## src/rtl/decode_stage_pipe_if.sv

```systemverilog
// Fetch->decode and decode->execute channels; valid/ready, a beat moves when both are high.
// Parameters follow the decode stage (DATA_W, REG_AW).
interface decode_in_if #(
    parameter int DATA_W = 16
);
    logic              in_valid;
    logic              in_ready;
    logic [15:0]       in_instr;
    logic [DATA_W-1:0] in_pc;
    logic [1:0]        ctl_regdst;
    logic              ctl_wen;
    logic              ctl_signext;

    modport master (
        output in_valid, in_instr, in_pc, ctl_regdst, ctl_wen, ctl_signext,
        input  in_ready
    );
    modport slave (
        input  in_valid, in_instr, in_pc, ctl_regdst, ctl_wen, ctl_signext,
        output in_ready
    );
endinterface

interface decode_out_if #(
    parameter int DATA_W = 16,
    parameter int REG_AW = 3
);
    logic              out_valid;
    logic              out_ready;
    logic [15:0]       out_instr;
    logic [DATA_W-1:0] out_pc;
    logic [DATA_W-1:0] out_rs_data;
    logic [DATA_W-1:0] out_rt_data;
    logic [DATA_W-1:0] out_imm5;
    logic [DATA_W-1:0] out_imm8;
    logic [DATA_W-1:0] out_imm11;
    logic [REG_AW-1:0] out_dst;
    logic              out_wen;

    modport master (
        output out_valid, out_instr, out_pc, out_rs_data, out_rt_data,
               out_imm5, out_imm8, out_imm11, out_dst, out_wen,
        input  out_ready
    );
    modport slave (
        input  out_valid, out_instr, out_pc, out_rs_data, out_rt_data,
               out_imm5, out_imm8, out_imm11, out_dst, out_wen,
        output out_ready
    );
endinterface

```

## src/rtl/decode_stage_pipe.sv

```systemverilog
// Decode stage: regfile, dest select, immediate extension, ID/EX register; DECODE_BYPASS_EN adds wb forwarding.
// Latency 1 cycle from accept to out_valid; stalls on load-use (and wb read-after-write without bypass).
// Backpressure: ID/EX holds while out_valid & !out_ready; flush kills ID/EX and blocks accept that cycle.
module decode_stage_pipe #(
    parameter int DATA_W = 16,
    parameter int NREG   = 8,
    parameter int REG_AW = 3
) (
    input  logic              clk,
    input  logic              rst,
    decode_in_if.slave        in_bus,
    decode_out_if.master      out_bus,
    input  logic              flush,
    input  logic              wb_en,
    input  logic [REG_AW-1:0] wb_sel,
    input  logic [DATA_W-1:0] wb_data,
    input  logic              ex_ld_pending,
    input  logic [REG_AW-1:0] ex_ld_reg,
    output logic [15:0]       stall_cnt
);

    localparam logic [REG_AW-1:0] LAST_REG = REG_AW'(NREG - 1);

    logic [DATA_W-1:0] regs [NREG];
    logic [REG_AW-1:0] rs_sel, rt_sel, rd_sel, dst_sel;
    logic [DATA_W-1:0] rs_val, rt_val;
    logic [DATA_W-1:0] imm5, imm8, imm11;
    logic              wb_raw, ld_use, stall, accept;

    assign rs_sel = in_bus.in_instr[8 +: REG_AW];
    assign rt_sel = in_bus.in_instr[5 +: REG_AW];
    assign rd_sel = in_bus.in_instr[2 +: REG_AW];

    always_ff @(posedge clk or negedge rst) begin
        if (!rst) begin
            for (int i = 0; i < NREG; i++) regs[i] <= '0;
        end else if (wb_en) begin
            regs[wb_sel] <= wb_data;
        end
    end

`ifdef DECODE_BYPASS_EN
    always_comb begin
        rs_val = (wb_en && (wb_sel == rs_sel)) ? wb_data : regs[rs_sel];
        rt_val = (wb_en && (wb_sel == rt_sel)) ? wb_data : regs[rt_sel];
        wb_raw = 1'b0;
    end
`else
    // Without forwarding a same-cycle writeback is seen one cycle later, so hold the instr.
    always_comb begin
        rs_val = regs[rs_sel];
        rt_val = regs[rt_sel];
        wb_raw = wb_en && ((wb_sel == rs_sel) || (wb_sel == rt_sel));
    end
`endif

    assign ld_use = ex_ld_pending && ((ex_ld_reg == rs_sel) || (ex_ld_reg == rt_sel));
    assign stall  = in_bus.in_valid && (ld_use || wb_raw);

    assign in_bus.in_ready = !stall && !flush && (!out_bus.out_valid || out_bus.out_ready);
    assign accept          = in_bus.in_valid && in_bus.in_ready;

    assign imm5  = {{(DATA_W-5){in_bus.ctl_signext & in_bus.in_instr[4]}},   in_bus.in_instr[4:0]};
    assign imm8  = {{(DATA_W-8){in_bus.ctl_signext & in_bus.in_instr[7]}},   in_bus.in_instr[7:0]};
    assign imm11 = {{(DATA_W-11){in_bus.ctl_signext & in_bus.in_instr[10]}}, in_bus.in_instr[10:0]};

    always_comb begin
        dst_sel = rd_sel;
        case (in_bus.ctl_regdst)
            2'd1:    dst_sel = rt_sel;
            2'd2:    dst_sel = rs_sel;
            2'd3:    dst_sel = LAST_REG;
            default: dst_sel = rd_sel;
        endcase
    end

    always_ff @(posedge clk or negedge rst) begin
        if (!rst) begin
            out_bus.out_valid   <= 1'b0;
            out_bus.out_instr   <= '0;
            out_bus.out_pc      <= '0;
            out_bus.out_rs_data <= '0;
            out_bus.out_rt_data <= '0;
            out_bus.out_imm5    <= '0;
            out_bus.out_imm8    <= '0;
            out_bus.out_imm11   <= '0;
            out_bus.out_dst     <= '0;
            out_bus.out_wen     <= 1'b0;
        end else if (flush) begin
            out_bus.out_valid <= 1'b0;
        end else if (accept) begin
            out_bus.out_valid   <= 1'b1;
            out_bus.out_instr   <= in_bus.in_instr;
            out_bus.out_pc      <= in_bus.in_pc;
            out_bus.out_rs_data <= rs_val;
            out_bus.out_rt_data <= rt_val;
            out_bus.out_imm5    <= imm5;
            out_bus.out_imm8    <= imm8;
            out_bus.out_imm11   <= imm11;
            out_bus.out_dst     <= dst_sel;
            out_bus.out_wen     <= in_bus.ctl_wen;
        end else if (out_bus.out_ready) begin
            // Drained with nothing new (idle or stalled): insert a bubble.
            out_bus.out_valid <= 1'b0;
        end
    end

    always_ff @(posedge clk or negedge rst) begin
        if (!rst) begin
            stall_cnt <= '0;
        end else if (stall && (stall_cnt != 16'hFFFF)) begin
            stall_cnt <= stall_cnt + 16'd1;
        end
    end

endmodule

```

## src/flat_wrapper.sv

```systemverilog
// flat-port wrapper written by rule: the top's interface ports become plain ports
module decode_stage_pipe_flat 
#(
    parameter int DATA_W = 16,
    parameter int NREG   = 8,
    parameter int REG_AW = 3
)
  (clk, rst, flush, wb_en, wb_sel, wb_data, ex_ld_pending, ex_ld_reg, stall_cnt, in_bus_in_valid, in_bus_in_instr, in_bus_in_pc, in_bus_ctl_regdst, in_bus_ctl_wen, in_bus_ctl_signext, in_bus_in_ready, out_bus_out_valid, out_bus_out_instr, out_bus_out_pc, out_bus_out_rs_data, out_bus_out_rt_data, out_bus_out_imm5, out_bus_out_imm8, out_bus_out_imm11, out_bus_out_dst, out_bus_out_wen, out_bus_out_ready);
  decode_in_if #(.DATA_W(DATA_W)) in_bus_i ();
  decode_out_if #(.DATA_W(DATA_W), .REG_AW(REG_AW)) out_bus_i ();
  input  logic clk;
  input  logic rst;
  input  logic flush;
  input  logic wb_en;
  input  logic [REG_AW-1:0] wb_sel;
  input  logic [DATA_W-1:0] wb_data;
  input  logic ex_ld_pending;
  input  logic [REG_AW-1:0] ex_ld_reg;
  output logic [15:0] stall_cnt;
  input wire logic [$bits(in_bus_i.in_valid)-1:0] in_bus_in_valid;
  input wire logic [$bits(in_bus_i.in_instr)-1:0] in_bus_in_instr;
  input wire logic [$bits(in_bus_i.in_pc)-1:0] in_bus_in_pc;
  input wire logic [$bits(in_bus_i.ctl_regdst)-1:0] in_bus_ctl_regdst;
  input wire logic [$bits(in_bus_i.ctl_wen)-1:0] in_bus_ctl_wen;
  input wire logic [$bits(in_bus_i.ctl_signext)-1:0] in_bus_ctl_signext;
  output wire logic [$bits(in_bus_i.in_ready)-1:0] in_bus_in_ready;
  output wire logic [$bits(out_bus_i.out_valid)-1:0] out_bus_out_valid;
  output wire logic [$bits(out_bus_i.out_instr)-1:0] out_bus_out_instr;
  output wire logic [$bits(out_bus_i.out_pc)-1:0] out_bus_out_pc;
  output wire logic [$bits(out_bus_i.out_rs_data)-1:0] out_bus_out_rs_data;
  output wire logic [$bits(out_bus_i.out_rt_data)-1:0] out_bus_out_rt_data;
  output wire logic [$bits(out_bus_i.out_imm5)-1:0] out_bus_out_imm5;
  output wire logic [$bits(out_bus_i.out_imm8)-1:0] out_bus_out_imm8;
  output wire logic [$bits(out_bus_i.out_imm11)-1:0] out_bus_out_imm11;
  output wire logic [$bits(out_bus_i.out_dst)-1:0] out_bus_out_dst;
  output wire logic [$bits(out_bus_i.out_wen)-1:0] out_bus_out_wen;
  input wire logic [$bits(out_bus_i.out_ready)-1:0] out_bus_out_ready;
  assign in_bus_i.in_valid = in_bus_in_valid;
  assign in_bus_i.in_instr = in_bus_in_instr;
  assign in_bus_i.in_pc = in_bus_in_pc;
  assign in_bus_i.ctl_regdst = in_bus_ctl_regdst;
  assign in_bus_i.ctl_wen = in_bus_ctl_wen;
  assign in_bus_i.ctl_signext = in_bus_ctl_signext;
  assign in_bus_in_ready = in_bus_i.in_ready;
  assign out_bus_out_valid = out_bus_i.out_valid;
  assign out_bus_out_instr = out_bus_i.out_instr;
  assign out_bus_out_pc = out_bus_i.out_pc;
  assign out_bus_out_rs_data = out_bus_i.out_rs_data;
  assign out_bus_out_rt_data = out_bus_i.out_rt_data;
  assign out_bus_out_imm5 = out_bus_i.out_imm5;
  assign out_bus_out_imm8 = out_bus_i.out_imm8;
  assign out_bus_out_imm11 = out_bus_i.out_imm11;
  assign out_bus_out_dst = out_bus_i.out_dst;
  assign out_bus_out_wen = out_bus_i.out_wen;
  assign out_bus_i.out_ready = out_bus_out_ready;
  decode_stage_pipe #(.DATA_W(DATA_W), .NREG(NREG), .REG_AW(REG_AW)) u_core (.clk(clk), .rst(rst), .in_bus(in_bus_i), .out_bus(out_bus_i), .flush(flush), .wb_en(wb_en), .wb_sel(wb_sel), .wb_data(wb_data), .ex_ld_pending(ex_ld_pending), .ex_ld_reg(ex_ld_reg), .stall_cnt(stall_cnt));
endmodule
```

## config.mk

```make
export PLATFORM = sky130hd
export DESIGN_NAME = decode_stage_pipe_flat
export DESIGN_NICKNAME = d
export VERILOG_FILES = /design/src/rtl/decode_stage_pipe_if.sv /design/src/rtl/decode_stage_pipe.sv /design/src/flat_wrapper.sv
export SDC_FILE = /design/constraint.sdc
export NUM_CORES = 1
export LEC_CHECK = 0
export ABC_AREA = 1
export BUFFER_PORTS_ARGS = -buffer_cell sky130_fd_sc_hd__clkbuf_2
export CORE_MARGIN = 2
export CORE_UTILIZATION = 40
export CTS_BUF_LIST = sky130_fd_sc_hd__clkbuf_4 sky130_fd_sc_hd__clkbuf_8
export CTS_CLUSTER_SIZE = 25
export DETAILED_ROUTE_END_ITERATION = 16
export GPL_TIMING_DRIVEN = 0
export SLEW_MARGIN = 20
export SYNTH_ARGS = -nofsm -noshare
export SYNTH_HDL_FRONTEND = slang
export SYNTH_SLANG_ARGS = --single-unit
```

## constraint.sdc

```tcl
create_clock -name clk -period 2.3 [get_ports clk]
set_clock_uncertainty 0.05 [all_clocks]
set_input_delay 0.23 -clock clk [delete_from_list [all_inputs] [get_ports clk]]
set_output_delay 0.23 -clock clk [all_outputs]
set_load 0.02 [all_outputs]
```

# After elaboration in Yosys (flattened, before gate mapping)
# Index checks and enable logic that the tools add are counted.
# totals
ff_bits	240
inputBits	65
out_inout_bits	134
# classes
n_reduce_logical	17
n_lt_le_gt_ge	4
n_addsub	1
eq_ne	8
bitwise_logic	7
n_mux	13
# op_table
cell	count
$bwmux 128	1
$bmux 16 s3	2
$mux 16	5
$demux 16 s3	1
$add 16x1->16 const B	1
$ne 16x16->1 const B	1
$eq 3x3->1	4
$ge 4x4->1 const B	3
$not 3->4	3
$pmux 3 s3	1
$logic_and 1x1->1	8
$eq 2x2->1 const B	2
$logic_or 1x1->1	4
$lt 4x1->1 const B	1
$and 1x1->1	3
$logic_not 1->1	3
$mux 1	3
$reduce_bool 3->1	1
$eq 2x1->1 const B	1
$reduce_and 2->1	1
$not 1->1	1

# Logic depth before layout (Yosys ltp)
# depth
depth_word	11
ltp_mapped	12

# Least setup slack after synthesis
# No wires, ideal clock.
# synth_path
path_kind	register to register
from	reg u_core.stall_cnt[0]
to	reg u_core.stall_cnt[10]
setup_ns	0.118
path_stages_with_launch	10
period_less_slack_ns	1.832
slack_ns	0.468
t_arrival_ns	1.663
required_ns	2.132
path_buffers	1
path_cell_list	dfrtp_1 ha_1 nand3_2 inv_2 nand3_2 nor2_4 nand4_4 buf_2 nand4_1 nand2_1
# synth_between
elab_chain_len	2
# synth_lines
item	line	rtl
start, declared	decode_stage_pipe.sv:19	output logic [15:0] stall_cnt
start signal, assigned	decode_stage_pipe.sv:112	stall_cnt <= stall_cnt + 16'd1;
branches (longest 2 deep; another with $add 16x1->16)	n/a	
# Parallel ways; which one is timed is not known.
# A chain may end at the register's enable or synchronous reset.

# Worst setup path after layout
# layout_path
from	reg u_core.out_bus.out_valid
to	out in_bus_in_ready
# layout_between
elab_chain_len	3
# layout_lines
item	line	rtl
start, declared	decode_stage_pipe_if.sv:41	output out_valid, out_instr, out_pc, out_rs_data, out_rt_data,
start signal, assigned	decode_stage_pipe.sv:79	out_bus.out_valid <= 1'b0;
start signal, assigned	decode_stage_pipe.sv:90	out_bus.out_valid <= 1'b0;
start signal, assigned	decode_stage_pipe.sv:92	out_bus.out_valid <= 1'b1;
$logic_not 1->1	decode_stage_pipe.sv:60	assign in_bus.in_ready = !stall && !flush && (!out_bus.out_valid || out_bus.out_ready);
$logic_or 1x1->1	decode_stage_pipe.sv:60	
$logic_and 1x1->1	decode_stage_pipe.sv:60	
end, declared	flat_wrapper.sv:26	output wire logic [$bits(in_bus_i.in_ready)-1:0] in_bus_in_ready;
# No other way between the ends.

==> impl_metrics.yaml <==
final_layout:
  layout_common_cells: "nand2_1, dfrtp_1, clkbuf_2"
  fillers: 2825
  stdcell_area_mm2: 0.0144
  nets: 1878
  syn_to_final_growth_pct: 25.8
  drive_gt1_share_pct: 19.2
  final_common_cell: "nand2_1"
  finalNonFillerCells: 2226
  regArea_mm2: 0.00541
  multiInputGateArea_mm2: 0.00501
drt:
  drc: 0
  wirelength_mm: 42.5
  avgRoutedWirePerCell_um: 19.1
  drtIter0Drc: 1263
  first_pass_iters: 6
  vias: 11900
  ant_nets: 0
  vias_per_cell: 5.36
clocking:
  cts_buffer_depth: 3
  ctsHtreeMaxLevel: 2
  post_cts_buffers: 0
  cts-root-buf: "clkbuf_8"
  cts_made_buffers: 41
  clkTransAtPathRegs_ns: 0.06
  cts_tree: "built"
  clkSinkCount: 216
  clock_latency_ns: 0.55
floorplanning:
  io_pins: 199
  die_area_mm2: 0.0299
  die_h_um: 173
  core.rowCount: 61
  fp.dieW_um: 173
  core-area_mm2: 0.0279
  start_util_pct: 40.9
logic_synthesis:
  synth_fa_ha_area_share_pct: 0.109
  synthesis.area_mm2: 0.0114
  muxShareOfSynthArea_pct: 0
  yosys_warnings: 0
  synth_compound_area_share_pct: 8.25
  seq_area_frac_synth_pct: 47.3
  synthXorXnorAreaFrac_pct: 0.996
  async_reset_ff_share_pct: 100
  ys_seq_elements: 216
  synth_cell_types: 27
  synth_enable_flop_cells: 0
  synth.avg_cell_area_um2: 7.48
  synthCells: 1527
  synth_top_family_by_area: "simple AND/OR/NAND/NOR gates"
  synth-main-ff-cell: "dfrtp_1"
  synth_nets: 1593
  synthSimpleGateAreaFrac_pct: 34.4
worst_setup_path:
  critPathArrivalTime_ns: 1.80
  slowest_stage: "dfrtp_1"
  r2r_slack_ns: 0.32
  worst-path-max-fanout: 10
  start_kind: "flop"
  r2r-start: "u_core.stall_cnt[0]$_DFFE_PN0P_"
  critical_path.startpoint: "u_core.out_bus.out_valid$_DFFE_PN0P_"
  end_kind: "output port"
  slowest_delay_ns: 0.42
  worstPathCellList: "a21oi_4 -> a21boi_0 -> clkbuf_2"
  path_class: "reg2out"
  required_ns: 2.02
placement:
  gp_congestion: 0.966
  postPlaceCellArea_mm2: 0.0129
  numPlacedInstances: 2100
  portBuffers: 193
  dp_hpwl_mm: 31.6
grt:
  grt_max_degree: 87
  grt_use_total_pct: 28.1
  antenna_found_initial: 3
  grt_pass1_vias: 11300
  grt_pass1_wl_mm: 66.1
  grt-ovfl-total: 0
job:
  drv_cap: 0
pwr:
  p_per_area_mw_per_mm2: 893
  cellLeakagePower_nw: 7.35
  vdd_ir_drop_max_mv: 0.463
timing:
  finalSetupViolCount: 0
  drv_slew: 0
  max_freq_mhz: 481
  post-route-period-util_pct: 90.5
  finalHoldViolations: 0
  post-route-min-period_ns: 2.08
  setup-tns-final_ns: 0
  slew_headroom_pct: 38.2
  worstMarginPinSlew_ns: 0.919
  rsz0062_at_grt: "no"
run_status:
  status: "finished clean"
min_path:
  hold_path_class: "in2reg"
  holdCritStartpoint: "in_bus_ctl_regdst[0]"
[metrics by stage]
step	hold slack (ns)	total power, mW	util [%]	worst slack (ns)
floorplan	-0.116	7.18	-	0.468
global placement	0.397	8.42	46.1	-3.55
detailed placement	0.152	8.49	46.3	-0.0654
CTS	0.0811	12.9	51.4	0.0226
global route	0.111	13.5	51.5	0.101
finish	0.102	12.8	51.5	0.219
[final timing paths]
kind / endpoint / depth (start not counted)
min reg2reg: u_core.out_bus.out_instr[13]$_DFFE_PN0P_ / 2
max in group asynchronous: u_core.out_bus.out_imm11[3]$_DFFE_PN0P_ / 3
min: u_core.out_bus.out_dst[1]$_DFFE_PN0P_ / 5
max: in_bus_in_ready / 3
max reg2reg: u_core.stall_cnt[8]$_DFFE_PN0P_ / 9
min in group asynchronous: u_core.regs[25]$_DFFE_PN0P_ / 2
[registers in the layout (all words and copies together) (netlist names)]
signal	cells
u_core.out_bus.out_rs_data	16
u_core.out_bus.out_imm5	1
u_core.out_bus.out_imm11	12
u_core.out_bus.out_valid	1
u_core.out_bus.out_imm8	1
u_core.out_bus.out_pc	16
u_core.out_bus.out_dst	3
u_core.out_bus.out_instr	5
u_core.out_bus.out_wen	1
u_core.regs	128
u_core.out_bus.out_rt_data	16
u_core.stall_cnt	16
[cells by family after synthesis]
family                     Yosys count
AOI/OAI and AO/OA                  172
xor gates and xnor gates            13
adders and majority gates            1
buffers and inverters              213
DFF                                216
and+or+nand+nor                    912
[cells in the mapped netlist (2+ instances only)]
cell,count,area share [%]
clkbuf_1,77,2.5
nand3_2,2,0.18
nand4_1,88,4.8
inv_1,55,1.8
dfrtp_1,216,47
buf_2,15,0.66
buf_1,6,0.20
inv_2,7,0.23
o21ai_0,135,5.9
nand3_1,173,7.6
xnor2_1,10,0.77
buf_4,52,3.4
o211ai_1,32,2.1
nor2_1,19,0.62
nor3_1,2,0.088
xor2_1,3,0.23
nand2_1,622,20
a21oi_1,4,0.18
[power breakdown]
group          total, mW  switching, mW  internal, mW  leakage [nW]
Combinational       3.39           2.18          1.22          4.11
Sequential          5.13          0.585          4.54          2.73
Clock               4.32           1.74          2.58         0.511
Total               12.8           4.50          8.34          7.35
[metal layers]
layer	up-vias	share of wire [%]	GRT usage, %
met1	5647	41	37.2
met5	-	0	0
met3	115	8.7	5.98
li1	5586	-	-
met4	0	4.3	12.3
met2	582	46	44.6
[what timing repair did]
item                       4_1_cts  5_1_grt
setup endpoints to repair       70        1
hold endpoints to repair        92        0
hold buffers                    47        0
resized for setup                1        1
[worst max-delay path: cells and delay by family (launching register included)]
kind,cells,cell delay [ns]
compound gates,2,0.61
flops,1,0.42
buf+inv,1,0.22
[area by class of cell]
type | instances | share of cell area [%]
multi-input cells | 1098 | 34.9
diodes | 3 | 0.0522
repair buffers | 242 | 10.4
flip-flops and latches | 216 | 37.6
clock inverters | 12 | 0.783
clock buffers | 64 | 5.91
well taps | 378 | 3.29
inverters | 62 | 1.62
plain buffers | 151 | 5.48
Note: power is estimated with default switching activity, not from simulation.
